**src/rtl/ps_loop_stck_ctrl.sv**
```systemverilog
// ps_loop_stck_ctrl: nested hardware loop stack for the program sequencer.
// Optional PS_LP_ZERO_SKIP_EN: zero-count pushes skip the body instead of running it once.
module ps_loop_stck_ctrl #(
  parameter int DEPTH = 4,
  parameter int AW = 16,
  parameter int CW = 16
) (
  input  logic          clk_fetch,
  input  logic          rst,
  input  logic          stallb,
  input  logic          ps_lp_push,
  input  logic [AW-1:0] ps_lp_saddr,
  input  logic [AW-1:0] ps_lp_laddr,
  input  logic [CW-1:0] ps_lp_cnt,
  input  logic          ps_lp_pop,
  input  logic          ps_lp_clr,
  input  logic [AW-1:0] ps_faddr,
  output logic          lp_ps_jmp,
  output logic [AW-1:0] lp_ps_jadd,
  output logic [CW-1:0] lp_ps_curlcntr,
  output logic [AW-1:0] lp_ps_laddr,
  output logic [4:0]    lp_ps_depth,
  output logic          lp_ps_empty,
  output logic          lp_ps_full,
  output logic          lp_ps_ovf,
  output logic          lp_ps_unf,
  output logic          lp_ps_done
);
  localparam int IW = $clog2(DEPTH);
  typedef enum logic [1:0] {EMPTY, ACTIVE, ERR} st_t;
  st_t st, st_nxt;
  logic [AW-1:0] sa [DEPTH];
  logic [AW-1:0] la [DEPTH];
  logic [CW-1:0] ca [DEPTH];
  logic [4:0] depth, d1, d_nxt;
  logic [IW-1:0] top_i, wi;
  logic [AW-1:0] t_s, t_l, skip_a;
  logic [CW-1:0] t_c, cin;
  logic end_hit, end_pop, go, xpop, unf_set, pop, zskip, psh, ovf_set, wr, dec;
  logic ovf, unf, done_q, skip_q;
  always_comb begin
    top_i = IW'(depth - 5'd1);
    t_s = (depth != 5'd0) ? sa[top_i] : '0;
    t_l = (depth != 5'd0) ? la[top_i] : '0;
    t_c = (depth != 5'd0) ? ca[top_i] : '0;
    end_hit = (st == ACTIVE) & stallb & (ps_faddr == t_l);
    end_pop = end_hit & (t_c <= CW'(1));
    go = stallb & (st != ERR) & ~ps_lp_clr;
    xpop = go & ps_lp_pop & ~end_pop & (depth != 5'd0);
    unf_set = go & ps_lp_pop & (depth == 5'd0);
    pop = end_pop | xpop;
    d1 = depth - {4'd0, pop};
`ifdef PS_LP_ZERO_SKIP_EN
    zskip = go & ps_lp_push & (ps_lp_cnt == '0);
    cin = ps_lp_cnt;
`else
    zskip = 1'b0;
    cin = (ps_lp_cnt == '0) ? CW'(1) : ps_lp_cnt;
`endif
    psh = go & ps_lp_push & ~zskip;
    ovf_set = psh & (d1 == 5'(DEPTH));
    wr = psh & ~ovf_set;
    wi = IW'(d1);
    dec = end_hit & ~end_pop & ~xpop;
    d_nxt = d1 + {4'd0, wr};
    st_nxt = (st == ERR) ? (ps_lp_clr ? EMPTY : ERR) :
             ovf_set ? ERR : (d_nxt == 5'd0) ? EMPTY : ACTIVE;
  end
  always_ff @(posedge clk_fetch or negedge rst) begin
    if (!rst) begin
      st <= EMPTY;
      depth <= '0;
      ovf <= 1'b0;
      unf <= 1'b0;
      done_q <= 1'b0;
      skip_q <= 1'b0;
      skip_a <= '0;
      for (int i = 0; i < DEPTH; i++) begin
        sa[i] <= '0;
        la[i] <= '0;
        ca[i] <= '0;
      end
    end else if (stallb) begin
      st <= st_nxt;
      depth <= (st == ERR && ps_lp_clr) ? 5'd0 : d_nxt;
      if (wr) begin
        sa[wi] <= ps_lp_saddr;
        la[wi] <= ps_lp_laddr;
        ca[wi] <= cin;
      end
      if (dec) ca[top_i] <= t_c - CW'(1);
      ovf <= ps_lp_clr ? 1'b0 : (ovf | ovf_set);
      unf <= ps_lp_clr ? 1'b0 : (unf | unf_set);
      done_q <= end_pop | zskip;
      skip_q <= zskip;
      skip_a <= ps_lp_laddr + AW'(1);
    end
  end
  assign lp_ps_jmp = stallb & (st != ERR) & (skip_q | (end_hit & (t_c > CW'(1))));
  assign lp_ps_jadd = skip_q ? skip_a : t_s;
  assign lp_ps_curlcntr = t_c;
  assign lp_ps_laddr = t_l;
  assign lp_ps_depth = depth;
  assign lp_ps_empty = depth == 5'd0;
  assign lp_ps_full = depth == 5'(DEPTH);
  assign lp_ps_ovf = ovf;
  assign lp_ps_unf = unf;
  assign lp_ps_done = done_q & stallb;
endmodule

```
**config.mk**
```make
export PLATFORM = sky130hd
export DESIGN_NAME = ps_loop_stck_ctrl
export DESIGN_NICKNAME = d
export VERILOG_FILES = /design/src/rtl/ps_loop_stck_ctrl.sv
export SDC_FILE = /design/constraint.sdc
export NUM_CORES = 1
export LEC_CHECK = 0
export ABC_AREA = 1
export BUFFER_PORTS_ARGS = -buffer_cell sky130_fd_sc_hd__clkbuf_2
export CORE_MARGIN = 4
export CORE_UTILIZATION = 30
export DETAILED_ROUTE_END_ITERATION = 12
export PLACE_DENSITY = 0.48
export SLEW_MARGIN = 0
export SYNTH_ARGS = -nofsm -noshare
export SYNTH_HDL_FRONTEND = slang
export SYNTH_SLANG_ARGS = --single-unit
export TNS_END_PERCENT = 5
```
**constraint.sdc**
```tcl
create_clock -name clk_fetch -period 6.2 [get_ports clk_fetch]
set_clock_uncertainty 0.15 [all_clocks]
set_input_delay 1.24 -clock clk_fetch [delete_from_list [all_inputs] [get_ports clk_fetch]]
set_output_delay 1.24 -clock clk_fetch [all_outputs]
set_load 0.02 [all_outputs]
```
# Word-level counts from Yosys, hierarchy flattened
# Index checks and enable logic that the tools add are counted.
# op_classes
n_addsub	4
mul	0
div	0
n_lt_le_gt_ge	6
eq_ne	6
shift	0
n_mux	31
n_bitwise	26
n_reduce_logical	8
# ops
operator	n
bitwise mux 64 bit	4
2-to-1 mux 16 bit	12
2-to-1 mux 64 bit	3
binary-select mux 16 bit (select 2 bit)	3
demux 16 bit (select 2 bit)	2
AND 1 bit	17
equality test 16 bit	1
> comparator 16 x 1 -> 1 bit, second input constant	1
<= comparator 16 x 1 -> 1 bit, second input constant	1
logical NOT 16 bit	1
subtractor 16 x 1 -> 16 bit, second input constant	1
equality test 5 x 3 -> 1 bit, second input constant	2
logical NOT 5 bit	2
>= comparator 3 bit, second input constant	2
less-than comparator 3 x 1 -> 1 bit, second input constant	2
2-to-1 mux 2 bit	3
NOT 2 -> 3 bit	2
adder 5 x 1 -> 5 bit	1
2-to-1 mux 5 bit	1
nonzero test 5 bit	1
subtractor 5 x 1 -> 5 bit	1
NOT 1 bit	4
logical AND 1 bit	3
2-to-1 mux 1 bit	3
6 further kinds	8
# totals
ff_bits	202
latch_bits	0
ram_bits	0
romBits	0
in_bits	70
out_inout_bits	59
elab_cells	98
mem_count	0

# Depth between registers and ports, before layout
# Gate-level depths: netlist of run 1.
# depth
ltp_word	24
depth_mapped	35

# Worst setup path after synthesis of run 1
# Ideal clock, no wire load.
# synth_path
path_type	reg-to-reg
from	reg depth[0] (netlist: lp_ps_depth[0])
to	reg la[63] (netlist name)
t_arrival_ns	5.234
t_required_ns	5.917
slack_ns	0.683
stages_incl_launch_ff	32
n_path_buf	11
synth_period_minus_slack_ns	5.517
path_cell_list	dfrtp_1 -> buf_4 -> inv_4 -> buf_2 -> buf_2 -> clkbuf_1 -> ha_1 -> inv_1 -> buf_2 -> buf_2 -> nand3_1 -> nand3_1 -> buf_2 -> ha_1 -> inv_1 -> nor2_1 -> nand2_1 -> a21o_1 -> buf_6 -> inv_1 -> nand2_1 -> o21ai_0 -> ha_1 -> ha_1 -> or2_1 -> and2_1 -> clkbuf_1 -> nand4_2 -> nand3_1 -> buf_2 -> buf_1 -> o21ai_0
# synth_via
elab_chain_cells	20
word_cells_on_any_way	32
# synth_rtl
item	line_no	source
start: declaration	35	logic [4:0] depth, d1, d_nxt;
start signal: assignment	85	depth <= (st == ERR && ps_lp_clr) ? 5'd0 : d_nxt;
branches (longest 13 deep; another with <= comparator 16 x 1 -> 1 bit)	n/a	
subtractor 5 x 1 -> 5 bit *	52	d1 = depth - {4'd0, pop};
NOT 2 -> 3 bit (implied by the code)	88	la[wi] <= ps_lp_laddr;
>= comparator 3 bit (implied by the code) or less-than comparator 3 x 1 -> 1 bit (tied branches)	88	
logical AND 1 bit (implied by the code)	88	
2-to-1 mux 16 bit (implied by the code)	88	
demux 16 bit (select 2 bit)	88	
bitwise mux 64 bit	88	
end signal: indexed assignment	88	
end: declaration	33	logic [AW-1:0] la [DEPTH];
# Mark *: on every way between the ends. The select of a mux whose other input is x is not followed.
# A chain may end at the register's enable or synchronous reset.

# Worst setup path after layout of run 1
# layout_path
from	reg depth[0] (netlist: lp_ps_depth[0])
to	reg ca[54] (netlist name)
# layout_via
elab_chain_cells	24
word_cells_on_any_way	44
# layout_rtl
item	line_no	source
branches (longest 23 deep; another with <= comparator 16 x 1 -> 1 bit)	n/a	
2-to-1 mux 64 bit *	91	if (dec) ca[top_i] <= t_c - CW'(1);
end signal: indexed assignment	89	ca[wi] <= cin;
end signal: indexed assignment	91	
end: declaration	34	logic [CW-1:0] ca [DEPTH];
# Marked as above.

==> out/metrics.cfg, run 1 <==
[die]
die_area_um2=46100
die_w_um=215
start_util_pct=30.5
rows=75
coreArea_um2=42000
die_h_um=215
ioPinCount=129

[place]
dp.cells=2482
dp_hpwl_um=28400
place.gp.congestion=0.853
port-buffer-count=128

[clock_tree]
cts_made_buffers=27
cts_resized=0
ctsHoldBuffers=0
cts.sinks=202
root_buffer=clkbuf_16
clk_latency_ps=560
cts_tree=built
cts_setup_buffers=0
cts_max_level=1
clockBufferDepth=3
clk_pin_slew_worst_paths_ps=60

[sta]
layout_min_cycle_time_ps=5700
slew_headroom_pct=36.0
hold_ws_ps=330
period_share_pct=91.9
rsz0062_at_grt=no
timing.fmax_ghz=0.175
final_hold_viol_count=0
drv_slew=0
setup_tns_ps=0
worst_pin_slew_ps=958
setup_viol=0

[logic_synthesis]
synth_enable_flop_cells=0
seq_area_frac_synth_pct=39.4
yosys.area.top_type=dfrtp_1
synth_cell_types=34
synth_top_area_share_pct=39.4
netlist_area_um2=12800
synth_ff_type=dfrtp_1
synth-seq-cells=202
synthArstFlopShare_pct=100
avgSynthCellArea_um2=6.69
synthCells=1915
synthesis.nets=1995
ys_warn_count=0
yosys-top-cells-area=dfrtp_1 (39%), nand2_1 (22%), o21ai_0 (9.9%)

[final_layout]
fin_cells=2531
diodes=0
nets=2052
post-route-util_pct=34.8
synthToLayoutAreaGrowth_pct=14.1
drive_gt1_share_pct=11.1

[routing]
firstDrtPassIters=6
ant_nets=0
via_count=12700
wire_per_inst_um=17.8
drt-vias-per-instance=5.00
wirelength_um=45100
drc_errors=0
drtIter0Drc=1065

[run]
drv_cap=0

[worst_setup_path]
crit_top_cell=nand2_1
critPathMaxStageDelay_ps=540
cp_top_family=simple AND/OR/NAND/NOR gates
cp_max_fo=40
start_kind=flop
setup.worst_path.end_class=flop
critical_path_buf_inv_count=5
slowest_stage=buf_4
critical_path_arrival_ps=6050
path_class=flop to flop
required_ps=6550

[outcome]
status=finished, final reports clean

[global_routing]
grt_pass1_vias=11900
overflow=0
grtUsageTotal_pct=18.9
grt_pass1_wl_um=70800
grt_max_degree=81
antenna_found_initial=0

[power_and_ir_drop]
ir_worst_vdd_mv=0.293
power_density_nw_per_um2=662
leakagePower_nw=7.88
power_w=0.00968

[hold_path]
min_path_type=flop to flop

layout by cell type, fill, tap and decap left out, drive strengths merged:
master,n
a21o,1
a21oi,25
a31oi,1
and2,2
buf,28
bufinv,1
clkbuf,168
clkinv,5
clkinvlp,2
dfrtp,202
ha,10
inv,211
nand2,746
nand3,107
nand3b,15
nand4,20
nor2,108
nor3,3
nor4,1
o2111ai,64
o211ai,1
o21a,3
o21ai,255
o22ai,3
or2,1
xnor2,1
xor2,8
report_power, final:
part           leakage [nW]  switching (W)  total, W  internal [W]
registers              2.54       0.000330   0.00225       0.00192
logic                  4.90        0.00416   0.00586       0.00170
clock network         0.434       0.000638   0.00157      0.000930
total                  7.88        0.00513   0.00968       0.00454
layer usage:
| metal | wire length [um] | up-vias | part of all wire [%] | global-route usage (%) |
|---|---|---|---|---|
| met5 | 0 | - | 0 | 0 |
| met4 | 1120 | 0 | 2.5 | 4.75 |
| met3 | 2430 | 58 | 5.4 | 2.66 |
| met2 | 20600 | 388 | 46 | 30.6 |
| met1 | 20900 | 5966 | 46 | 26.9 |
| li1 | - | 6247 | - | - |
kinds of logic (layout without fill, tap and decap cells):
kind of cell / after synthesis / in the layout / synth area share, %
fa+ha+maj: 10 / 10 / 0.976
buf+inv: 338 / 415 / 11.4
xor+xnor: 9 / 9 / 0.615
compound gates: 353 / 353 / 15.9
simple gates: 1003 / 1003 / 31.6
flops: 202 / 202 / 39.4
through the flow:
stage	setup WS (ps)	instance area, um^2
final	500	14600
after global routing	73.2	14600
after CTS	505	14600
after detailed placement	518	13700
after global placement	640	13700
after floorplan	683	12800
worst reg2reg max path: cells and delay by family (launching register included):
family	cells	cell delay [ps]
simple gates	15	2020
buf+inv	5	1330
fa+ha+maj	3	850
compound gates	5	780
flops	1	490
flip-flops by register name (all words and copies together) (netlist names):
signal / count
lp_ps_unf: 1
ca: 64
lp_ps_ovf: 1
la: 64
done_q: 1
lp_ps_depth: 5
sa: 64
st: 2
path summary, 6_finish.rpt:
kind / startpoint / endpoint / slack, ps / cells after the start
setup / recovery: lp_ps_depth[0] / ca[54] / 500 / 28
hold / removal: sa[60] / sa[60] / 330 / 2
setup reg to reg: lp_ps_depth[0] / ca[54] / 500 / 28
hold reg to reg: sa[60] / sa[60] / 330 / 2
max in group asynchronous: rst / lp_ps_ovf / 4170 / 2
min in group asynchronous: rst / sa[12] / 560 / 1
synth_stat cells, types with 3 or more instances:
| cell | count |
|---|---|
| buf_2 | 25 |
| o22ai_1 | 3 |
| dfrtp_1 | 202 |
| buf_6 | 17 |
| nand2_1 | 743 |
| nor2_1 | 104 |
| nor3_1 | 3 |
| ha_1 | 10 |
| xor2_1 | 8 |
| o2111ai_1 | 64 |
| nand4_1 | 19 |
| clkbuf_1 | 74 |
| o21a_1 | 3 |
| nand3_1 | 107 |
| a21oi_1 | 25 |
| buf_1 | 3 |
| nand3b_1 | 15 |
| o21ai_0 | 253 |
| inv_1 | 208 |
| nand2_2 | 3 |
| buf_4 | 9 |
cell type report:
class | count | area [um^2]
tap | 539 | 674
clock inverter | 9 | 93.8
timing repair buffer | 156 | 872
fill | 4668 | 27400
sequential | 202 | 5060
clock buffer | 40 | 795
multi-input combinational | 1375 | 6340
inverter | 210 | 791
(Power assumes the default switching activity.)
==> run 2, diff against run 1 <==
Settings changed: CORE_ASPECT_RATIO set to 0.9, GPL_ROUTABILITY_DRIVEN set to 0.
==> run 2 against run 1 <==
Routed wire length grew 0.92%. Largest cell class unchanged. Sequential power is essentially flat. Sequential share of layout area grew 0.19 points. Critical path type unchanged.
==> out/metrics.cfg, run 2 (same netlist as run 1, synthesis figures left out) <==
[outcome]
status=finished, final reports clean

[clock_tree]
ctsHoldBuffers=0
clk_latency_ps=550
root_buffer=clkbuf_16
cts_resized=0
cts_made_buffers=26
cts_max_level=1
cts_tree=built
cts_setup_buffers=0
cts.sinks=202
clockBufferDepth=3
clk_pin_slew_worst_paths_ps=70

[worst_setup_path]
crit_top_cell=nand2_1
critical_path_buf_inv_count=5
rr_startpoint=lp_ps_depth[0]
crit_end=st[0]
required_ps=6470
slowest_stage=buf_4
r2r-end=st[0]
setup.worst_path.end_class=flop
cp.depth=27
critical_path_arrival_ps=5730
critPathMaxStageDelay_ps=590
cp_top_family=simple AND/OR/NAND/NOR gates
regToRegSetupSlack_ps=730
path_class=flop to flop
r2r_cells=27
start_kind=flop
worstSetupStartpoint=lp_ps_depth[0]
cp_max_fo=50

[hold_path]
whs_path_depth=2
min_path_type=flop to flop

[routing]
drt-vias-per-instance=4.96
wire_per_inst_um=17.9
ant_nets=0
via_count=12600
drc_errors=0
firstDrtPassIters=5
wirelength_um=45500
drtIter0Drc=1130

[sta]
fin_ws_ps=734
rsz0062_at_grt=no
worst_pin_slew_ps=998
final_hold_viol_count=0
slew_headroom_pct=33.4
setup_viol=0
period_share_pct=88.2
timing.fmax_ghz=0.183
layout_min_cycle_time_ps=5470
drv_slew=0
setup_tns_ps=0

[run]
drv_cap=0

[final_layout]
mostFrequentLayoutCell=nand2_1
reg_top3=ca: 64 flops, la: 64 flops, sa: 64 flops
synthToLayoutAreaGrowth_pct=13.5
diodes=0
nets=2050
multi_input_area_um2=6340
final_cell_mix=nand2_1 (740), o21ai_0 (253), inv_1 (206)
seqCellArea_um2=5060
fillers=4553
drive_gt1_share_pct=10.8

[global_routing]
antenna_found_initial=1
grt_pass1_wl_um=71900
overflow=0
grt_pass1_vias=12400
grtUsageTotal_pct=19.5
grt_max_degree=95

[die]
ioPinCount=129
rows=71
coreArea_um2=42000
die_area_um2=46100
die_w_um=226
die_h_um=204
start_util_pct=30.5

[place]
port-buffer-count=128
preCtsSetupSlack_ps=781
dp_hpwl_um=28400

[power_and_ir_drop]
ir_worst_vdd_mv=0.259
power_density_nw_per_um2=663
leakagePower_nw=7.83

run 2: worst register-to-register path, cell delays in order (launching register included):
cell and delay [ps]:
dfrtp_4 490, inv_4 60, buf_4 530, buf_4 620, nand2_1 150, nand2_1 90, nand2_1 50, nand2_1 200
nand2_1 110, nand2_1 100, nand2_1 60, nor2_1 130, nand2_1 70, nor2_1 90, nand2_1 90, nor2_4 120
nand2_1 80, o21ai_0 80, ha_1 190, ha_1 280, nand2_1 100, inv_1 130, nand4_2 120, buf_4 250
nand2_1 410, xor2_1 300, o21ai_0 190, o21ai_0 100
run 2: area by class of cell:
type / instances / area share (%)
Clock buffer: 40 / 5.19
Clock inverter: 7 / 0.430
Inverter: 210 / 5.44
Multi-Input combinational cell: 1375 / 43.6
Sequential cell: 202 / 34.8
Tap cell: 547 / 4.71
Timing Repair Buffer: 155 / 5.86
run 2: worst min path at each step:
stage	startpoint	end	slack, ps
floorplan	la[11]	la[11]	300
global placement	sa[55]	sa[55]	310
detailed placement	sa[30]	sa[30]	320
CTS	sa[30]	sa[30]	330
global route	sa[31]	sa[31]	340
finish	sa[30]	sa[30]	330
run 2: where the power goes:
group / leakage [nW] / switching, W / internal, W / total, W
sequential: 2.54 / 0.000327 / 0.00192 / 0.00224
combinational: 4.89 / 0.00423 / 0.00170 / 0.00592
clock: 0.400 / 0.000603 / 0.000874 / 0.00148
total: 7.83 / 0.00516 / 0.00448 / 0.00964
run 2: layer usage:
layer | share of wire (%) | global-route usage (%) | up-vias
li1 | - | - | 6239
met4 | 2.4 | 5.21 | 2
met5 | 0.029 | 0 | -
met3 | 6.6 | 3.20 | 66
met2 | 45 | 30.9 | 379
met1 | 46 | 27.7 | 5899
run 2: metrics by stage:
step,cell area [um^2],total power (W),utilization [%],hold slack [ps],cells
final,14500,0.00964,34.6,327,2536
after global routing,14500,0.0105,34.6,341,2536
after CTS,14500,0.00971,34.6,333,2536
after detailed placement,13700,0.00819,32.7,318,2489
after global placement,13700,0.00815,32.7,311,2489
after floorplan,12800,0.00626,-,298,1915
